===== src/rtl/clock_source_manager_pkg.sv =====
// ---------------------------------------------------------------------------
// clock_source_manager_pkg
//   Shared types for the clock source manager: the switchover FSM state
//   encoding and the switchover target encoding.
// ---------------------------------------------------------------------------
`timescale 1ns/1ps

package clock_source_manager_pkg;

    // Switchover sequencer states
    typedef enum logic [2:0] {
        IDLE,
        RUN_PRIORITY,
        RUN_FALLBACK,
        GAP_OFF,
        GAP_ON
    } state_e;

    // Where a switchover sequence is heading once the enable gap has elapsed
    typedef enum logic [1:0] {
        NONE,
        PRIORITY,
        FALLBACK
    } target_e;

endpackage


===== src/rtl/clock_activity_detector.sv =====
// ---------------------------------------------------------------------------
// clock_activity_detector
//   Qualifies one clock source as alive or dead from its divide-by-2
//   heartbeat toggle. The heartbeat is synchronized, every edge is counted
//   per measurement window, and a window is good when the count lies in
//   [MIN_EDGES, MAX_EDGES]. GOOD_WINDOWS consecutive good windows raise
//   alive; any bad window drops it.
//
// Ports:
//   clock         in   reference clock
//   resetn        in   asynchronous active-low reset
//   heartbeat_i   in   asynchronous heartbeat toggle
//   window_end_i  in   one-cycle strobe on the last cycle of each window
//   alive_o       out  registered qualified status, changes only on window ends
// ---------------------------------------------------------------------------
`timescale 1ns/1ps

module clock_activity_detector #(
    parameter int STAGES       = 2,
    parameter int MIN_EDGES    = 4,
    parameter int MAX_EDGES    = 32,
    parameter int GOOD_WINDOWS = 2
) (
    input  logic clock,
    input  logic resetn,
    input  logic heartbeat_i,
    input  logic window_end_i,
    output logic alive_o
);

    localparam int EdgeW = $clog2(MAX_EDGES + 2);
    localparam int GoodW = $clog2(GOOD_WINDOWS + 1);

    localparam logic [EdgeW-1:0] EdgeSat    = EdgeW'(MAX_EDGES + 1);
    localparam logic [EdgeW-1:0] EdgeMin    = EdgeW'(MIN_EDGES);
    localparam logic [EdgeW-1:0] EdgeMax    = EdgeW'(MAX_EDGES);
    localparam logic [GoodW-1:0] GoodTarget = GoodW'(GOOD_WINDOWS);

    logic [STAGES-1:0] sync_q;
    logic              prevSync_q;
    logic              edgeSeen;
    logic              windowGood;
    logic [EdgeW-1:0]  edgeCount_q, edgeCount_d;
    logic [GoodW-1:0]  goodCount_q, goodCount_d;
    logic              alive_q, alive_d;

    // Synchronizer chain plus one extra flop holding the previous
    // synchronized value so both heartbeat edges can be detected.
    always_ff @(posedge clock or negedge resetn) begin
        if (!resetn) begin
            sync_q     <= '0;
            prevSync_q <= 1'b0;
        end else begin
            sync_q     <= {sync_q[STAGES-2:0], heartbeat_i};
            prevSync_q <= sync_q[STAGES-1];
        end
    end

    assign edgeSeen   = sync_q[STAGES-1] ^ prevSync_q;
    assign windowGood = (edgeCount_q >= EdgeMin) && (edgeCount_q <= EdgeMax);

    // Window-end evaluation. An edge arriving on the wrap cycle belongs to
    // the next window, so the counter restarts at 1 in that case. The edge
    // counter saturates one past MAX_EDGES so "too fast" stays detectable.
    always_comb begin
        edgeCount_d = edgeCount_q;
        goodCount_d = goodCount_q;
        alive_d     = alive_q;
        if (window_end_i) begin
            edgeCount_d = edgeSeen ? EdgeW'(1) : '0;
            if (windowGood) begin
                goodCount_d = (goodCount_q == GoodTarget) ? goodCount_q
                                                          : goodCount_q + GoodW'(1);
                alive_d     = (goodCount_d == GoodTarget);
            end else begin
                goodCount_d = '0;
                alive_d     = 1'b0;
            end
        end else if (edgeSeen && (edgeCount_q != EdgeSat)) begin
            edgeCount_d = edgeCount_q + EdgeW'(1);
        end
    end

    always_ff @(posedge clock or negedge resetn) begin
        if (!resetn) begin
            edgeCount_q <= '0;
            goodCount_q <= '0;
            alive_q     <= 1'b0;
        end else begin
            edgeCount_q <= edgeCount_d;
            goodCount_q <= goodCount_d;
            alive_q     <= alive_d;
        end
    end

    assign alive_o = alive_q;

endmodule


===== src/rtl/clock_source_manager.sv =====
// ---------------------------------------------------------------------------
// clock_source_manager
//   Control block for the clock fallback mux. Owns the shared measurement
//   window counter, two activity detectors (priority and fallback source)
//   and the break-before-make switchover FSM driving the mux select and the
//   output clock gate enable.
//
// Optional feature (macro CLOCK_SOURCE_MANAGER_FAULT_COUNTER_EN):
//   adds fault_clear input and fault_count[7:0] output, a saturating count
//   of alive 1->0 transitions of either source.
//
// Ports:
//   clock               in   reference clock, always running
//   resetn              in   asynchronous active-low reset
//   priority_heartbeat  in   async divide-by-2 toggle of the priority clock
//   fallback_heartbeat  in   async divide-by-2 toggle of the fallback clock
//   fault_clear         in   (optional) synchronous counter clear
//   fault_count         out  (optional) saturating fault count
//   select_fallback     out  mux select, 0 = priority, 1 = fallback
//   output_enable       out  clock gate enable for the mux output
//   priority_alive      out  qualified status of the priority source
//   fallback_alive      out  qualified status of the fallback source
//   switching           out  high while a switchover sequence runs
// ---------------------------------------------------------------------------
`timescale 1ns/1ps

module clock_source_manager
    import clock_source_manager_pkg::*;
#(
    parameter int STAGES        = 2,
    parameter int WINDOW_CYCLES = 64,
    parameter int MIN_EDGES     = 4,
    parameter int MAX_EDGES     = 32,
    parameter int GOOD_WINDOWS  = 2,
    parameter int SWITCH_GAP    = 8
) (
    input  logic       clock,
    input  logic       resetn,
    input  logic       priority_heartbeat,
    input  logic       fallback_heartbeat,
`ifdef CLOCK_SOURCE_MANAGER_FAULT_COUNTER_EN
    input  logic       fault_clear,
    output logic [7:0] fault_count,
`endif
    output logic       select_fallback,
    output logic       output_enable,
    output logic       priority_alive,
    output logic       fallback_alive,
    output logic       switching
);

    localparam int WinW = $clog2(WINDOW_CYCLES + 1);
    localparam int GapW = $clog2(SWITCH_GAP + 1);

    localparam logic [WinW-1:0] WinLast = WinW'(WINDOW_CYCLES - 1);
    localparam logic [GapW-1:0] GapLast = GapW'(SWITCH_GAP - 1);

    logic [WinW-1:0] windowCount_q, windowCount_d;
    logic            windowEnd;
    logic            priorityAlive;
    logic            fallbackAlive;

    state_e          state_q;
    target_e         target_q;
    logic [GapW-1:0] gapCount_q;
    logic            select_q;
    logic            enable_q;
    logic            switching_q;

    // Shared window counter; both detectors evaluate on the same strobe.
    assign windowEnd     = (windowCount_q == WinLast);
    assign windowCount_d = windowEnd ? '0 : windowCount_q + WinW'(1);

    always_ff @(posedge clock or negedge resetn) begin
        if (!resetn) begin
            windowCount_q <= '0;
        end else begin
            windowCount_q <= windowCount_d;
        end
    end

    clock_activity_detector #(
        .STAGES       (STAGES),
        .MIN_EDGES    (MIN_EDGES),
        .MAX_EDGES    (MAX_EDGES),
        .GOOD_WINDOWS (GOOD_WINDOWS)
    ) u_priority_detector (
        .clock        (clock),
        .resetn       (resetn),
        .heartbeat_i  (priority_heartbeat),
        .window_end_i (windowEnd),
        .alive_o      (priorityAlive)
    );

    clock_activity_detector #(
        .STAGES       (STAGES),
        .MIN_EDGES    (MIN_EDGES),
        .MAX_EDGES    (MAX_EDGES),
        .GOOD_WINDOWS (GOOD_WINDOWS)
    ) u_fallback_detector (
        .clock        (clock),
        .resetn       (resetn),
        .heartbeat_i  (fallback_heartbeat),
        .window_end_i (windowEnd),
        .alive_o      (fallbackAlive)
    );

    // Switchover sequencer. The enable is dropped on entry to GAP_OFF and
    // select only moves on the GAP_OFF->GAP_ON transition (or from IDLE,
    // where the enable is already low), so select never changes while the
    // gate is open or in the cycle it closes. Each gap phase lasts
    // SWITCH_GAP cycles. Status changes seen during GAP_OFF are deliberately
    // not acted on; the following RUN state re-evaluates them.
    always_ff @(posedge clock or negedge resetn) begin
        if (!resetn) begin
            state_q     <= IDLE;
            target_q    <= NONE;
            gapCount_q  <= '0;
            select_q    <= 1'b0;
            enable_q    <= 1'b0;
            switching_q <= 1'b0;
        end else begin
            case (state_q)
                IDLE: begin
                    enable_q <= 1'b0;
                    if (priorityAlive) begin
                        select_q    <= 1'b0;
                        gapCount_q  <= '0;
                        switching_q <= 1'b1;
                        state_q     <= GAP_ON;
                    end else if (fallbackAlive) begin
                        select_q    <= 1'b1;
                        gapCount_q  <= '0;
                        switching_q <= 1'b1;
                        state_q     <= GAP_ON;
                    end
                end
                RUN_PRIORITY: begin
                    if (!priorityAlive) begin
                        enable_q    <= 1'b0;
                        gapCount_q  <= '0;
                        switching_q <= 1'b1;
                        target_q    <= fallbackAlive ? FALLBACK : NONE;
                        state_q     <= GAP_OFF;
                    end
                end
                RUN_FALLBACK: begin
                    // The priority source always wins when it comes back.
                    if (priorityAlive) begin
                        enable_q    <= 1'b0;
                        gapCount_q  <= '0;
                        switching_q <= 1'b1;
                        target_q    <= PRIORITY;
                        state_q     <= GAP_OFF;
                    end else if (!fallbackAlive) begin
                        enable_q    <= 1'b0;
                        gapCount_q  <= '0;
                        switching_q <= 1'b1;
                        target_q    <= NONE;
                        state_q     <= GAP_OFF;
                    end
                end
                GAP_OFF: begin
                    if (gapCount_q == GapLast) begin
                        gapCount_q <= '0;
                        if (target_q == NONE) begin
                            switching_q <= 1'b0;
                            state_q     <= IDLE;
                        end else begin
                            select_q <= (target_q == FALLBACK);
                            state_q  <= GAP_ON;
                        end
                    end else begin
                        gapCount_q <= gapCount_q + GapW'(1);
                    end
                end
                GAP_ON: begin
                    if (select_q ? !fallbackAlive : !priorityAlive) begin
                        gapCount_q  <= '0;
                        switching_q <= 1'b0;
                        state_q     <= IDLE;
                    end else if (gapCount_q == GapLast) begin
                        gapCount_q  <= '0;
                        enable_q    <= 1'b1;
                        switching_q <= 1'b0;
                        state_q     <= select_q ? RUN_FALLBACK : RUN_PRIORITY;
                    end else begin
                        gapCount_q <= gapCount_q + GapW'(1);
                    end
                end
                default: begin
                    enable_q    <= 1'b0;
                    switching_q <= 1'b0;
                    state_q     <= IDLE;
                end
            endcase
        end
    end

    assign select_fallback = select_q;
    assign output_enable   = enable_q;
    assign switching       = switching_q;
    assign priority_alive  = priorityAlive;
    assign fallback_alive  = fallbackAlive;

`ifdef CLOCK_SOURCE_MANAGER_FAULT_COUNTER_EN
    logic       priorityAlivePrev_q;
    logic       fallbackAlivePrev_q;
    logic       priorityDrop;
    logic       fallbackDrop;
    logic [8:0] faultSum;
    logic [7:0] faultCount_q, faultCount_d;

    assign priorityDrop = priorityAlivePrev_q & ~priorityAlive;
    assign fallbackDrop = fallbackAlivePrev_q & ~fallbackAlive;

    // Both sources may drop on the same window end, so add both flags in a
    // 9-bit sum and clamp. Clear has priority over any increment.
    always_comb begin
        faultSum     = {1'b0, faultCount_q} + {8'b0, priorityDrop} + {8'b0, fallbackDrop};
        faultCount_d = faultSum[8] ? 8'hFF : faultSum[7:0];
        if (fault_clear) begin
            faultCount_d = '0;
        end
    end

    always_ff @(posedge clock or negedge resetn) begin
        if (!resetn) begin
            priorityAlivePrev_q <= 1'b0;
            fallbackAlivePrev_q <= 1'b0;
            faultCount_q        <= '0;
        end else begin
            priorityAlivePrev_q <= priorityAlive;
            fallbackAlivePrev_q <= fallbackAlive;
            faultCount_q        <= faultCount_d;
        end
    end

    assign fault_count = faultCount_q;
`endif

endmodule


===== config.mk =====
export PLATFORM = sky130hd
export DESIGN_NAME = clock_source_manager
export DESIGN_NICKNAME = d
export VERILOG_FILES = /design/src/rtl/clock_source_manager_pkg.sv /design/src/rtl/clock_activity_detector.sv /design/src/rtl/clock_source_manager.sv
export SDC_FILE = /design/constraint.sdc
export NUM_CORES = 1
export LEC_CHECK = 0
export CAP_MARGIN = 20
export CORE_UTILIZATION = 60
export DETAILED_ROUTE_END_ITERATION = 7
export GPL_ROUTABILITY_DRIVEN = 0
export PLACE_DENSITY = 0.79
export SLEW_MARGIN = 5
export SYNTH_ARGS = -nofsm -noshare
export SYNTH_HDL_FRONTEND = slang
export SYNTH_HIERARCHICAL = 1
export SYNTH_SLANG_ARGS = --single-unit

===== constraint.sdc =====
create_clock -name clock -period 2.5 [get_ports clock]
set_input_delay 0.5 -clock clock [delete_from_list [all_inputs] [get_ports clock]]
set_output_delay 0.5 -clock clock [all_outputs]
set_load 0.005 [all_outputs]

==> run_summary.xml <==
<?xml version="1.0" encoding="UTF-8"?>
<metrics>
  <group name="status">
    <metric name="status" unit="">finished clean</metric>
  </group>
  <group name="critical_path">
    <metric name="path_max_fanout" unit="">9</metric>
    <metric name="largest_stage_delay_on_the_critical_path" unit="ps">560</metric>
    <metric name="worst_ep_arrival_time" unit="ps">1460</metric>
    <metric name="worst_setup_path_end_kind" unit="">output pin</metric>
    <metric name="reg2reg_to" unit="">state_q[0]</metric>
    <metric name="timing.critical_path.cells" unit="">clkdlybuf4s50_1</metric>
    <metric name="worst-endpoint-required" unit="ps">2000</metric>
    <metric name="r2r.worst_path.cells" unit="">5</metric>
    <metric name="r2r_setup_slack" unit="ps">700</metric>
    <metric name="crit_path_start" unit="">u_priority_detector/goodCount_q[1]</metric>
    <metric name="crit-reg2reg-launch" unit="">state_q[1]</metric>
    <metric name="cp.buffers_inverters" unit="">1</metric>
    <metric name="crit_family" unit="">buffers and inverters</metric>
    <metric name="crit_path_start_kind" unit="">flop</metric>
    <metric name="criticalPathCategory" unit="">reg -&gt; out</metric>
    <metric name="crit_path_top_delay_cell" unit="">clkdlybuf4s50_1</metric>
  </group>
  <group name="logic_synthesis">
    <metric name="yosys.area.top_type" unit="">dfrtp_1</metric>
    <metric name="async_flop_share" unit="%">100</metric>
    <metric name="synth_seq_cells" unit="">41</metric>
    <metric name="synth.cell_area" unit="um^2">2180</metric>
    <metric name="synth.top_cell.area_share" unit="%">47.1</metric>
    <metric name="postSynthAreaPerCell" unit="um^2">9.90</metric>
    <metric name="synth_cells" unit="">220</metric>
    <metric name="netlist_top_cells_area" unit="">dfrtp_1, ha_1, nand2_1</metric>
    <metric name="synthesis.nets" unit="">234</metric>
    <metric name="postSynth.topFlopCell" unit="">dfrtp_1</metric>
    <metric name="number_of_enable_type_register_cells_in_the_synthesized_netlist" unit="">0</metric>
    <metric name="ys_seq_area_share" unit="%">47.1</metric>
    <metric name="yosysUniqueCellTypes" unit="">47</metric>
    <metric name="synth.yosys.warnings" unit="">6</metric>
  </group>
  <group name="clock_tree">
    <metric name="cts_made_buffers" unit="">5</metric>
    <metric name="cts_tree" unit="">yes</metric>
    <metric name="clock_sinks" unit="">41</metric>
    <metric name="cts_post_setup_buffers_inserted" unit="">0</metric>
    <metric name="clk_latency" unit="ps">350</metric>
    <metric name="hold_buffers" unit="">0</metric>
    <metric name="cts.htree.levels" unit="">2</metric>
    <metric name="clock_tree.buffer_depth" unit="">2</metric>
    <metric name="cts.root.buffer_cell" unit="">clkbuf_4</metric>
    <metric name="cts-resized-gates" unit="">0</metric>
    <metric name="path_clk_slew" unit="ps">120</metric>
  </group>
  <group name="route">
    <metric name="via_per_inst" unit="">5.91</metric>
    <metric name="wl_per_cell" unit="um">13.9</metric>
    <metric name="drtPass1Iterations" unit="">4</metric>
    <metric name="drcViolationCount" unit="">0</metric>
    <metric name="routed_wirelength" unit="um">3830</metric>
    <metric name="drt_first_iter_violations" unit="">176</metric>
    <metric name="dr_total_vias" unit="">1630</metric>
    <metric name="antenna_left" unit="">0</metric>
  </group>
  <group name="sta">
    <metric name="hold_viol_final" unit="">0</metric>
    <metric name="relative_max_transition_margin" unit="%">42.5</metric>
    <metric name="fin_hold_ws" unit="ps">244</metric>
    <metric name="rsz0062_at_grt" unit="">false</metric>
    <metric name="final_cycle_share" unit="%">78.4</metric>
    <metric name="setup_tns" unit="ps">0</metric>
    <metric name="fmax" unit="MHz">510</metric>
    <metric name="worstMarginPinSlew" unit="ps">862</metric>
    <metric name="finalSetupViolCount" unit="">0</metric>
    <metric name="final_max_slew_viol_count" unit="">0</metric>
    <metric name="finalCriticalPeriod" unit="ps">1960</metric>
    <metric name="clock-skew-final" unit="ps">6.70</metric>
  </group>
  <group name="layout">
    <metric name="postLayoutCellArea" unit="um^2">2330</metric>
    <metric name="layout_commonest_cell" unit="">dfrtp_1</metric>
    <metric name="n_antenna_cell" unit="">0</metric>
    <metric name="layout.cells.most_common_list" unit="">dfrtp_1, nand2_1, a21oi_1</metric>
    <metric name="synthesis_to_layout_area_growth" unit="%">6.78</metric>
    <metric name="drive_above_1_share" unit="%">10.9</metric>
    <metric name="final_net_count" unit="">243</metric>
  </group>
  <group name="power">
    <metric name="share_clk_of_total_power" unit="%">21.3</metric>
    <metric name="cellPowerDensity" unit="nW/um^2">675</metric>
    <metric name="irDropWorstVdd" unit="uV">496</metric>
    <metric name="leak_pwr" unit="nW">0.985</metric>
    <metric name="cellInternalPower" unit="mW">1.03</metric>
    <metric name="power.share.combinational" unit="%">23.3</metric>
    <metric name="seq_power_share" unit="%">55.4</metric>
    <metric name="sw_power" unit="mW">0.538</metric>
    <metric name="switching_share" unit="%">34.2</metric>
  </group>
  <group name="run">
    <metric name="drv_cap" unit="">0</metric>
  </group>
  <group name="floorplan">
    <metric name="die_width" unit="um">62.3</metric>
    <metric name="io_pins" unit="">9</metric>
    <metric name="floorplan.initialDensity" unit="%">63.8</metric>
    <metric name="dieArea" unit="um^2">3880</metric>
    <metric name="placement_rows" unit="">21</metric>
    <metric name="placeableCoreArea" unit="um^2">3420</metric>
    <metric name="dieHeight" unit="um">62.3</metric>
  </group>
  <group name="global_routing">
    <metric name="track_usage" unit="%">22.4</metric>
    <metric name="grt_antenna_before_repair" unit="">0</metric>
    <metric name="grt_pass1_wl" unit="um">6820</metric>
    <metric name="grt_pass1_vias" unit="">1626</metric>
    <metric name="grt_max_degree" unit="">42</metric>
    <metric name="globalRouteOverflowTotal" unit="">0</metric>
  </group>
  <group name="min_path">
    <metric name="worst_hold_path_type" unit="">in -&gt; async</metric>
  </group>
  <group name="placed_design">
    <metric name="numPortBuffers" unit="">8</metric>
    <metric name="dp.final_hpwl" unit="um">2690</metric>
    <metric name="placed_area" unit="um^2">2270</metric>
  </group>
</metrics>
logic make-up (layout without fill, tap and decap cells):
kind of cell,after synthesis,count (layout),synth area share [%]
AND/OR/NAND/NOR,71,71,17.2
flip-flops,41,41,47.1
XOR/XNOR,7,7,2.81
buffers and inverters,23,33,5.11
multiplexers,6,6,2.93
adder cells (fa/ha/maj),10,10,5.74
AO/OA/AOI/OAI,62,62,19.1
layer usage:
| layer | share of wire (%) | global-route usage, % | up-vias |
|---|---|---|---|
| met5 | 0 | 0 | - |
| met4 | 1.6 | 8.43 | 0 |
| met3 | 3.7 | 7.17 | 9 |
| met2 | 50 | 37.1 | 43 |
| met1 | 45 | 27.3 | 779 |
| li1 | - | - | 799 |
metrics by stage:
stage | setup WS [ps] | instances | total power [mW] | utilization (%)
global route | 479 | 276 | 1.68 | 68.1
global placement | 824 | 268 | 1.20 | 66.4
floorplan | 875 | 220 | 1.13 | -
detailed placement | 754 | 268 | 1.24 | 66.4
CTS | 532 | 276 | 1.58 | 68.1
finish | 540 | 276 | 1.57 | 68.1
synthesized netlist by cell type, types with 2 or more instances:
| cell | count |
|---|---|
| dfrtp_1 | 41 |
| nand2_1 | 23 |
| a21oi_1 | 17 |
| inv_1 | 16 |
| nor2_1 | 12 |
| ha_1 | 10 |
| o21ai_0 | 10 |
| nand3_1 | 8 |
| o21ai_1 | 6 |
| a31oi_1 | 4 |
| nor2b_1 | 4 |
| o22ai_1 | 4 |
| or3_2 | 4 |
| xnor2_1 | 4 |
| a22o_1 | 3 |
| and2_1 | 3 |
| buf_6 | 3 |
| mux2_2 | 3 |
| mux2i_1 | 3 |
| nand2b_1 | 3 |
| nor3_1 | 3 |
| o31ai_1 | 3 |
| xor2_1 | 3 |
| a2111o_1 | 2 |
| a32o_1 | 2 |
| buf_2 | 2 |
| clkbuf_1 | 2 |
| nor3b_2 | 2 |
| or4_1 | 2 |
power groups by stage:
stage / Combinational [mW] / Clock, mW / Sequential [mW]
final: 0.366 / 0.334 / 0.869
after global routing: 0.420 / 0.374 / 0.888
after CTS: 0.366 / 0.348 / 0.865
after detailed placement: 0.360 / 0 / 0.878
after global placement: 0.329 / 0 / 0.871
after floorplan: 0.280 / 0 / 0.852
worst max path at each step:
| stage | to | cells after the start |
|---|---|---|
| CTS | priority_alive | 1 |
| floorplan | u_fallback_detector/edgeCount_q[0] | 7 |
| detailed placement | state_q[0] | 5 |
| finish | priority_alive | 1 |
| global placement | state_q[0] | 5 |
| global route | priority_alive | 1 |
registers in the layout, summed over array words and instances (netlist names):
| signal | cells |
|---|---|
| windowCount_q | 7 |
| u_fallback_detector/edgeCount_q | 6 |
| u_priority_detector/edgeCount_q | 6 |
| gapCount_q | 4 |
| state_q | 3 |
| target_q | 2 |
| u_fallback_detector/goodCount_q | 2 |
| u_fallback_detector/sync_q | 2 |
| u_priority_detector/goodCount_q | 2 |
| u_priority_detector/sync_q | 2 |
| output_enable | 1 |
| select_fallback | 1 |
| switching | 1 |
| u_fallback_detector/prevSync_q | 1 |
| u_priority_detector/prevSync_q | 1 |
final cells by class:
class                      count  area [um^2]
fill                         255         1090
multi-input combinational    156         1040
sequential                    41         1030
timing repair buffer           9         82.6
inverter                      16         60.1
tap                           46         57.6
clock buffer                   5         37.5
clock inverter                 3         21.3
No activity file was read; power rests on OpenSTA's default activity.
